## src/rtl/uart_img_pkg.sv

```systemverilog
`default_nettype none
// +----------------------------------------------------------------------+
// | Module   : uart_img_pkg                                              |
// | Brief    : Shared state encodings and constants for uart_img_loader  |
// | Revision : 1.0                                                       |
// +----------------------------------------------------------------------+
package uart_img_pkg;

  // UART receive state machine
  typedef enum logic [1:0] {
    R_IDLE  = 2'd0,
    R_START = 2'd1,
    R_DATA  = 2'd2,
    R_STOP  = 2'd3
  } rx_state_t;

  // Image framing state machine; F_HDR0/F_HDR1 only reachable with IMG_HDR_EN
  typedef enum logic [1:0] {
    F_IDLE = 2'd0,
    F_HDR0 = 2'd1,
    F_HDR1 = 2'd2,
    F_LOAD = 2'd3
  } frame_state_t;

  localparam logic [7:0] HDR0               = 8'h55;
  localparam logic [7:0] HDR1               = 8'hAA;
  localparam int         IMG_PIXELS_DEFAULT = 784;

endpackage
`default_nettype wire

```

## src/rtl/uart_rx_byte.sv

```systemverilog
`default_nettype none
// +----------------------------------------------------------------------+
// | Module   : uart_rx_byte                                              |
// | Brief    : 2-FF rx synchronizer + 8N1 receiver. Emits one-cycle      |
// |            byte_valid on a good stop bit, stop_err on a bad one.     |
// | Revision : 1.0                                                       |
// +----------------------------------------------------------------------+
module uart_rx_byte
  import uart_img_pkg::*;
#(
  parameter int BIT_CYC  = 416,
  parameter int HALF_CYC = 208
) (
  input  logic       clk,
  input  logic       rst,
  input  logic       rx,
  output logic [7:0] rx_data,
  output logic       byte_valid,
  output logic       stop_err
);

  localparam int CNT_W = $clog2(BIT_CYC + 1);

  logic [1:0]       r_sync;
  logic             r_prev;
  rx_state_t        r_state;
  rx_state_t        w_next;
  logic [CNT_W-1:0] r_cnt;
  logic [2:0]       r_bit;
  logic [7:0]       r_shift;
  logic             w_rx;
  logic             w_fall;
  logic             w_half;
  logic             w_full;

  assign w_rx   = r_sync[1];
  assign w_fall = r_prev & ~w_rx;
  assign w_half = (r_cnt == CNT_W'(HALF_CYC - 1));
  assign w_full = (r_cnt == CNT_W'(BIT_CYC - 1));

  // Synchronize the asynchronous line and keep one delayed copy for edge detect
  always_ff @(posedge clk) begin
    if (rst) begin
      r_sync <= 2'b11;
      r_prev <= 1'b1;
    end else begin
      r_sync <= {r_sync[0], rx};
      r_prev <= r_sync[1];
    end
  end

  // RX state register
  always_ff @(posedge clk) begin
    if (rst) r_state <= R_IDLE;
    else     r_state <= w_next;
  end

  // RX next-state: start bit re-checked at mid-bit to reject glitches
  always_comb begin
    w_next = r_state;
    case (r_state)
      R_IDLE:  if (w_fall) w_next = R_START;
      R_START: if (w_half) w_next = w_rx ? R_IDLE : R_DATA;
      R_DATA:  if (w_full && (r_bit == 3'd7)) w_next = R_STOP;
      R_STOP:  if (w_full) w_next = R_IDLE;
      default: w_next = R_IDLE;
    endcase
  end

  // Bit timing counter, bit index and LSB-first shift register
  always_ff @(posedge clk) begin
    if (rst) begin
      r_cnt   <= '0;
      r_bit   <= 3'd0;
      r_shift <= 8'h00;
    end else begin
      case (r_state)
        R_START: r_cnt <= w_half ? '0 : r_cnt + CNT_W'(1);
        R_DATA, R_STOP: r_cnt <= w_full ? '0 : r_cnt + CNT_W'(1);
        default: r_cnt <= '0;
      endcase
      if (r_state == R_IDLE) begin
        r_bit <= 3'd0;
      end else if ((r_state == R_DATA) && w_full) begin
        r_bit   <= r_bit + 3'd1;
        r_shift <= {w_rx, r_shift[7:1]};
      end
    end
  end

  // RX outputs decoded at the stop-bit sample point
  always_comb begin
    rx_data    = r_shift;
    byte_valid = (r_state == R_STOP) && w_full && w_rx;
    stop_err   = (r_state == R_STOP) && w_full && !w_rx;
  end

endmodule
`default_nettype wire

```

## src/rtl/uart_img_loader.sv

```systemverilog
`default_nettype none
// +----------------------------------------------------------------------+
// | Module   : uart_img_loader                                           |
// | Brief    : Frames received UART bytes into one IMG_PIXELS image and  |
// |            writes it to RAM; pulses start / holds en when complete.  |
// |            Optional macro IMG_HDR_EN: require 55 AA header per frame.|
// | Revision : 1.0                                                       |
// +----------------------------------------------------------------------+
module uart_img_loader
  import uart_img_pkg::*;
#(
  parameter int CLK_FREQ    = 48_000_000,
  parameter int BAUD        = 115200,
  parameter int IMG_PIXELS  = IMG_PIXELS_DEFAULT,
  parameter int ADDR_W      = 10,
  parameter int TIMEOUT_CYC = 4 * (CLK_FREQ / BAUD) * 10
) (
  input  logic              clk,
  input  logic              rst,
  input  logic              rx,
  input  logic              key,
  output logic [7:0]        ram_q,
  output logic [ADDR_W-1:0] ram_addr,
  output logic              ram_en,
  output logic              start,
  output logic              en,
  output logic              busy,
  output logic              frame_err
);

  localparam int BIT_CYC  = CLK_FREQ / BAUD;
  localparam int HALF_CYC = BIT_CYC / 2;
  localparam int TO_W     = $clog2(TIMEOUT_CYC + 1);

`ifdef IMG_HDR_EN
  localparam frame_state_t F_REST = F_HDR0;
`else
  localparam frame_state_t F_REST = F_IDLE;
`endif

  generate
    if (IMG_PIXELS > (2 ** ADDR_W)) begin : g_addr_check
      $error("uart_img_loader: IMG_PIXELS does not fit in ADDR_W address bits");
    end
  endgenerate

  logic [7:0]        w_rx_data;
  logic              w_byte_valid;
  logic              w_stop_err;
  frame_state_t      r_state;
  frame_state_t      w_next;
  logic [ADDR_W-1:0] r_idx;
  logic [TO_W-1:0]   r_tcnt;
  logic              r_done;
  logic              w_timed;
  logic              w_load_st;
  logic              w_last;
  logic              w_write;
  logic              w_timeout;

  uart_rx_byte #(
    .BIT_CYC  (BIT_CYC),
    .HALF_CYC (HALF_CYC)
  ) u_rx (
    .clk        (clk),
    .rst        (rst),
    .rx         (rx),
    .rx_data    (w_rx_data),
    .byte_valid (w_byte_valid),
    .stop_err   (w_stop_err)
  );

  // Qualifiers: which states accept pixels / run the inter-byte timeout
  always_comb begin
`ifdef IMG_HDR_EN
    w_timed   = (r_state == F_LOAD) || (r_state == F_HDR1);
    w_load_st = (r_state == F_LOAD);
`else
    w_timed   = (r_state == F_LOAD);
    w_load_st = (r_state == F_LOAD) || (r_state == F_IDLE);
`endif
    w_last    = (r_idx == ADDR_W'(IMG_PIXELS - 1));
    w_write   = w_byte_valid && !key && w_load_st;
    w_timeout = w_timed && !key && !w_byte_valid && (r_tcnt == TO_W'(TIMEOUT_CYC - 1));
  end

  // Frame state register
  always_ff @(posedge clk) begin
    if (rst) r_state <= F_REST;
    else     r_state <= w_next;
  end

  // Frame next-state: key beats everything, then timeout, then bytes
  always_comb begin
    w_next = r_state;
    if (key || w_timeout) begin
      w_next = F_REST;
    end else if (w_write) begin
      w_next = w_last ? F_REST : F_LOAD;
    end
`ifdef IMG_HDR_EN
    else if (w_byte_valid) begin
      case (r_state)
        F_HDR0:  if (w_rx_data == HDR0) w_next = F_HDR1;
        F_HDR1:  begin
          if (w_rx_data == HDR1)      w_next = F_LOAD;
          else if (w_rx_data == HDR0) w_next = F_HDR1;
          else                        w_next = F_HDR0;
        end
        default: w_next = r_state;
      endcase
    end
`endif
  end

  // Frame outputs decoded from state
  always_comb begin
    busy = (r_state == F_LOAD);
  end

  // Registered RAM write port, pixel index, completion and error pulses
  always_ff @(posedge clk) begin
    if (rst) begin
      ram_en    <= 1'b0;
      ram_addr  <= '0;
      ram_q     <= 8'h00;
      r_idx     <= '0;
      r_done    <= 1'b0;
      start     <= 1'b0;
      en        <= 1'b0;
      frame_err <= 1'b0;
      r_tcnt    <= '0;
    end else begin
      ram_en <= w_write;
      if (w_write) begin
        ram_addr <= r_idx;
        ram_q    <= w_rx_data;
      end
      if (key || w_timeout)  r_idx <= '0;
      else if (w_write)      r_idx <= w_last ? '0 : r_idx + ADDR_W'(1);
      r_done <= w_write && w_last;
      start  <= r_done;
      if (key)                         en <= 1'b0;
      else if (w_write && (r_idx == '0)) en <= 1'b0;
      else if (r_done)                 en <= 1'b1;
      frame_err <= w_stop_err || w_timeout;
      r_tcnt    <= (w_timed && !w_byte_valid && !w_timeout && !key) ? r_tcnt + TO_W'(1) : '0;
    end
  end

endmodule
`default_nettype wire

```

## config.mk

```make
export PLATFORM = sky130hd
export DESIGN_NAME = uart_img_loader
export DESIGN_NICKNAME = d
export VERILOG_FILES = /design/src/rtl/uart_img_pkg.sv /design/src/rtl/uart_rx_byte.sv /design/src/rtl/uart_img_loader.sv
export SDC_FILE = /design/constraint.sdc
export NUM_CORES = 1
export LEC_CHECK = 0
export ABC_AREA = 1
export CAP_MARGIN = 30
export CORE_MARGIN = 2
export CORE_UTILIZATION = 47
export CTS_BUF_LIST = sky130_fd_sc_hd__clkbuf_2 sky130_fd_sc_hd__clkbuf_4 sky130_fd_sc_hd__clkbuf_8
export DETAILED_ROUTE_END_ITERATION = 6
export PLACE_DENSITY = 0.65
export SYNTH_ARGS = -nofsm -noshare
export SYNTH_HDL_FRONTEND = slang
export SYNTH_HIERARCHICAL = 1
export SYNTH_SLANG_ARGS = --single-unit
```

## constraint.sdc

```tcl
create_clock -name clk -period 1.6 [get_ports clk]
set_input_delay 0.32 -clock clk [delete_from_list [all_inputs] [get_ports clk]]
set_output_delay 0.32 -clock clk [all_outputs]
set_load 0.02 [all_outputs]
```

# After elaboration in Yosys (flattened, before gate mapping)
# Index checks and enable logic that the tools add are counted.
# W data, S select, Z words.
[word_totals] inputBits=4 ff_bits=75 out_inout_bits=23 wordCells=80
[op_classes] n_eq_ne=13 n_bitwise=4 n_reduce_logical=32 n_addsub=4 muxes=11
[op_table] operator="$mux W9" n=2
[op_table] operator="$pmux W9 S2" n=1
[op_table] operator="$add A15 B1 Y15 const B" n=1
[op_table] operator="$eq A15 B15 Y1 const B" n=1
[op_table] operator="$logic_and A1 B1 Y1" n=15
[op_table] operator="$mux W2" n=6
[op_table] operator="$add A10 B1 Y10 const B" n=1
[op_table] operator="$eq A10 B10 Y1 const B" n=1
[op_table] operator="$logic_not A10 Y1" n=1
[op_table] operator="$mux W10" n=1
[op_table] operator="$add A9 B1 Y9 const B" n=1
[op_table] operator="$eq A9 B8 Y1 const B" n=1
[op_table] operator="$eq A9 B9 Y1 const B" n=1
[op_table] operator="$ne A2 B1 Y1 const B" n=4
[op_table] operator="$pmux W2 S4" n=1
[op_table] operator="$reduce_or A2 Y1" n=4
[op_table] operator="$eq A2 B2 Y1 const B" n=3
[op_table] operator="$logic_not A1 Y1" n=4
[op_table] operator="$logic_not A2 Y1" n=2
[op_table] operator="$reduce_and A4 Y1" n=1
[op_table] operator="$add A3 B1 Y3 const B" n=1
[op_table] operator="$eq A3 B3 Y1 const B" n=1
[op_table] operator="$logic_or A1 B1 Y1" n=3
[op_table] operator="$not A1 Y1" n=3
[op_table] operator="4 further kinds" n=4

# Longest topological paths before layout
[depth] depth_word=11 ltp_mapped=12 ltp_nobuf=11

# Hierarchy
# The synthesis kept the hierarchy.
[by_module_without_submodules] module="uart_img_loader" seq_area_each_um2=980.9 area_each_um2=2164.6 instances=1 cells_per_inst=293
[by_module_without_submodules] module="uart_rx_byte" seq_area_each_um2=500.5 area_each_um2=1089.8 instances=1 cells_per_inst=145

# Worst setup path before layout
# Ideal clock, no wire load.
[synth_timing] path_type="register -> register" startpoint="reg u_rx.r_cnt[0]" endpoint="reg ram_addr[1]" n_path_buf=1 path_stages_with_launch=10 period_less_slack_ns=1.764 t_arrival_ns=1.635 slack_ns=-0.164 cell_sequence="dfxtp_1 ha_1 nand3_2 nor2_4 nand4_1 nor2_1 nand2_2 inv_2 clkbuf_1 a21oi_1"
[synth_between] elab_chain_len=5
[synth_rtl] element="from (decl)" line_no="uart_rx_byte.sv:28" rtl="logic [CNT_W-1:0] r_cnt;"
[synth_rtl] element="from (signal assigned)" line_no="uart_rx_byte.sv:78" rtl="R_START: r_cnt <= w_half ? '0 : r_cnt + CNT_W'(1);"
[synth_rtl] element="from (signal assigned)" line_no="uart_rx_byte.sv:79" rtl="R_DATA, R_STOP: r_cnt <= w_full ? '0 : r_cnt + CNT_W'(1);"
[synth_rtl] element="$eq A9 B9 Y1" line_no="uart_rx_byte.sv:39" rtl="assign w_full = (r_cnt == CNT_W'(BIT_CYC - 1));"
[synth_rtl] element="$logic_and A1 B1 Y1 (2 in series)" line_no="uart_rx_byte.sv:94" rtl="byte_valid = (r_state == R_STOP) && w_full && w_rx;"
[synth_rtl] element="via w_byte_valid" line_no="uart_img_loader.sv:48" rtl="logic w_byte_valid;"
[synth_rtl] element="$logic_and A1 B1 Y1 (2 in series)" line_no="uart_img_loader.sv:83" rtl="w_write = w_byte_valid && !key && w_load_st;"
[synth_rtl] element="to (signal assigned)" line_no="uart_img_loader.sv:136" rtl="ram_addr <= r_idx;"
[synth_rtl] element="to (decl)" line_no="uart_img_loader.sv:23" rtl="output logic [ADDR_W-1:0] ram_addr,"
# The timed path passes the listed nets, and every way through them passes these cells.
# A chain may end at the register's enable or synchronous reset.

# Final worst setup path
[layout_timing] startpoint="reg u_rx.r_cnt[1]" endpoint="reg r_idx[2]"
[layout_between] elab_chain_len=8 elab_cells_between_ends=10 cone_classes="1 x eq/ne; 9 x reduce/logical"
[layout_rtl] element="$eq A9 B9 Y1 (*)" line_no="uart_rx_byte.sv:39"
[layout_rtl] element="$logic_and A1 B1 Y1 (*) (2 in series)" line_no="uart_rx_byte.sv:94"
[layout_rtl] element="via w_byte_valid" line_no="uart_img_loader.sv:48"
[layout_rtl] element="$logic_not A1 Y1" line_no="uart_img_loader.sv:84" rtl="w_timeout = w_timed && !key && !w_byte_valid && (r_tcnt == TO_W'(TIMEOUT_CYC - 1));"
[layout_rtl] element="$logic_and A1 B1 Y1 (2 in series)" line_no="uart_img_loader.sv:84"
[layout_rtl] element="$logic_or A1 B1 Y1" line_no="uart_img_loader.sv:139" rtl="if (key || w_timeout) r_idx <= '0;"
[layout_rtl] element="$reduce_or A2 Y1 (no line)"
[layout_rtl] element="to (signal assigned)" line_no="uart_img_loader.sv:140" rtl="else if (w_write) r_idx <= w_last ? '0 : r_idx + ADDR_W'(1);"
[layout_rtl] element="to (decl)" line_no="uart_img_loader.sv:52" rtl="logic [ADDR_W-1:0] r_idx;"
# The timed path passes the listed nets; every way through them passes the cells marked *.

==> flow_summary.yaml <==
status:
  outcome: "finished, violations left"
  violations: "setup timing"
logic_synthesis:
  syn_area_sq_mm: 0.00325
  synth_edf_count: 0
  synthArstFlopShare: 0
  post_synth_and_or_nand_nor_area_fraction: 0.314
  synth-warning-count: 6
  yosys.area_share.adder: 0.0231
  synth_top_family_by_area: "simple AND/OR/NAND/NOR gates"
  synth.distinct_cells: 30
  synth-xor-area-share: 0.0296
  synth_seq_cells: 74
  synth_mux_area_frac: 0
  syn-mean-instance-area_sq_um: 7.43
  yosys_most_used_dff: "dfxtp_1"
  syn_inst: 438
  seq_area_frac_synth: 0.455
  syn-num-nets: 448
  synth_compound_area_frac: 0.0984
sta:
  fin_skew_ns: 0.0148
  setup_violations: 35
  setup_tns_ns: -2.59
  setup_ws_ns: -0.119
  finalMaxSlewViolations: 0
  hold_violations: 0
  max_clock_freq_mhz: 582
  rsz0062_at_grt: "true"
  worst_slew_pin_slew_ns: 0.308
  period_share: 1.07
  fin_crit_ns: 1.72
  slew_headroom: 0.794
drt:
  drt-met1-wl_um: 3450
  post_drt_wl_per_cell_um: 12.5
  viasPerCell: 5.05
  drt-initial-drc-count: 144
  top_layer_used: "met4"
  drc: 0
  dr_wl_met2_um: 3520
  first_pass_iters: 4
  wl_met3_um: 210
  via_count: 2957
  drtAntennaViolNets: 0
  wl_um: 7310
global_route:
  track_usage: 0.194
  grt_max_degree: 17
  grt_pass1_vias: 2596
  gr-total-overflow: 0
  grt_pass1_wl_um: 11600
  grt_antenna_before_repair: 0
power_and_ir_drop:
  combPwrFrac: 0.038
  p_int_mw: 2.80
  pwr_density_cell_mw_per_mm2: 852
  seqPwrFrac: 0.512
  swShare: 0.229
  pwr-share-clk: 0.450
  p_sw_mw: 0.829
  power_mw: 3.63
  vdd.ir_drop.worst_mv: 0.447
  p_leak_nw: 1.77
floorplan:
  core_area_sq_mm: 0.00676
  rows: 30
  initial_core_util: 0.482
  die_y_um: 87.2
  dieWidth_um: 87.2
  io_pins: 27
  dieArea_sq_mm: 0.00761
critical_path:
  rr_worst_depth: 12
  crit_path_end_kind: "flip-flop"
  worstSetupPathType: "flip-flop to flip-flop"
  critPathLaunch: "u_rx/r_cnt[1]"
  critical_path.endpoint: "r_idx[2]"
  critPathArrivalTime_ns: 2.01
  r2r_start: "u_rx/r_cnt[1]"
  setup.worst_path.start_class: "flip-flop"
  worstPathRequired_ns: 1.89
  rrSetupSlack_ns: -0.12
  reg2reg_to: "r_idx[2]"
  crit_fanout: 8
clock_tree:
  cts_tree: "done"
  numCtsBuffers: 9
  cts_root_buffer: "clkbuf_8"
  insertion_delay_ns: 0.35
  cts_sinks: 74
  htree_levels: 3
  path_clk_slew_ns: 0.08
  clock_path_buffers: 2
run:
  cap_violations: 0
min_path:
  whs_path_depth: 1
  holdCritPathClass: "flip-flop to flip-flop"
placed_design:
  portBuffers: 26
  dp_hpwl_um: 4940
  gp_congestion: 0.896
finish:
  final.fill_count: 595
  antennaDiodeCount: 0
  final_nets: 511
  layout-drive-gt1-share: 0.217
  area_growth_pct: 30.8
==> cells in the final DEF (no fill, tap or decap), types with 3 or more instances in the layout <==
master           netlist  final
a21oi_1               26     23
a21oi_2                5      8
buf_4                  1     26
buf_6                  1      6
clkbuf_8               0      9
clkdlybuf4s50_1        0      3
dfxtp_1               74     72
dlygate4sd2_1          0     20
dlymetal6s2s_1         0      3
ha_1                   6      5
inv_1                 48     48
nand2_1               91     86
nand2_2                5      7
nand2_4                0      3
nand3_1               23     19
nand3_2                1      3
nand3_4                1      3
nand4_1               12     12
nor2_1                75     70
nor2_2                 8     10
nor2_4                 3      6
o21ai_0               24     15
o21ai_1                0      5
o21ai_2                0      4
xor2_1                 9      9
==> how the worst min path moves through the flow <==
stage / start / to
finish: u_rx/r_sync[0] / u_rx/r_sync[1]
detailed placement: u_rx/r_sync[0] / u_rx/r_sync[1]
floorplan: u_rx/r_sync[0] / u_rx/r_sync[1]
global route: u_rx/r_sync[0] / u_rx/r_sync[1]
global placement: u_rx/r_sync[0] / u_rx/r_sync[1]
CTS: u_rx/r_sync[0] / u_rx/r_sync[1]
==> cells in the mapped netlist (2+ instances only) <==
cell | number | area [sq um]
a21oi_1 | 26 | 130
a21oi_2 | 5 | 43.8
buf_2 | 4 | 20.0
clkbuf_1 | 3 | 11.3
dfxtp_1 | 74 | 1480
ha_1 | 6 | 75.1
inv_1 | 48 | 180
inv_2 | 4 | 15.0
nand2_1 | 91 | 342
nand2_2 | 5 | 31.3
nand3_1 | 23 | 115
nand4_1 | 12 | 75.1
nor2_1 | 75 | 282
nor2_2 | 8 | 50.1
nor2_4 | 3 | 33.8
nor3_1 | 4 | 20.0
o21ai_0 | 24 | 120
or2_2 | 2 | 12.5
xnor2_1 | 2 | 17.5
xor2_1 | 9 | 78.8
==> layer usage <==
layer | GRT usage | vias to the layer above
met5 | 0 | -
li1 | - | 1526
met1 | 0.257 | 1367
met2 | 0.304 | 49
met4 | 0.0797 | 0
met3 | 0.0436 | 15
==> power groups by stage <==
stage	clock (mW)	combinational, mW	sequential [mW]
2_1_floorplan	0	0.0827	1.90
5_1_grt	1.74	0.158	1.86
6_report	1.63	0.139	1.86
3_3_place_gp	0	0.120	1.90
3_5_place_dp	0	0.122	1.90
4_1_cts	1.67	0.125	1.86
==> per-stage QoR <==
stage                     worst slack, ns  utilization  instances  hold slack, ns  instance area (sq um)
final                              -0.119        0.630        586           0.416                   4260
after global routing               -0.275        0.630        586           0.429                   4260
after CTS                         -0.0793        0.607        583           0.416                   4100
after detailed placement           -0.123        0.558        559           0.397                   3770
after global placement            -0.0968        0.558        559           0.397                   3770
after floorplan                   -0.0903            -        438           0.389                   3290
==> registers in the layout, indices dropped and copies added (netlist names), 2 cells and up, named ones only <==
register,flops
r_tcnt,15
r_idx,10
ram_addr,10
u_rx/r_cnt,9
ram_q,8
u_rx/rx_data,8
u_rx/r_bit,3
u_rx/r_sync,2
==> final cells by class <==
| type | instances | area (sq um) | share of cell area |
|---|---|---|---|
| clock buffers | 10 | 131 | 0.0309 |
| clock inverters | 6 | 90.1 | 0.0212 |
| inverters | 52 | 203 | 0.0476 |
| multi-input cells | 303 | 1690 | 0.398 |
| flip-flops and latches | 74 | 1480 | 0.349 |
| well taps | 80 | 100 | 0.0235 |
| repair buffers | 60 | 548 | 0.129 |
| repair inverters | 1 | 7.51 | 0.00176 |
==> critical path, stage by stage, from the launching register on <==
cell and delay (ns):
dfxtp_2 0.35, ha_4 0.15, nand3_4 0.08, nor2_4 0.11
nand4_1 0.15, nor2_4 0.19, nand2_4 0.11, inv_6 0.11
buf_6 0.12, nand2_2 0.04, nand2_1 0.06, o21ai_1 0.08
nor2_1 0.11
==> logic make-up (layout without fill, tap and decap cells) <==
group / count (synthesis) / after routing
compound gates: 57 / 58
xor+xnor: 11 / 11
fa+ha+maj: 6 / 6
buf+inv: 62 / 129
flops: 74 / 74
simple gates: 228 / 228
==> timing repair <==
| action | 4_1_cts | 5_1_grt |
|---|---|---|
| hold buffers | 0 | 0 |
| endpoints found under the setup margin | 52 | 68 |
| pin swaps | 11 | 14 |
| gates resized for setup | 35 | 41 |
| buffers inserted | 4 | 2 |
| gates cloned | 4 | 1 |
(Power assumes the default switching activity.)
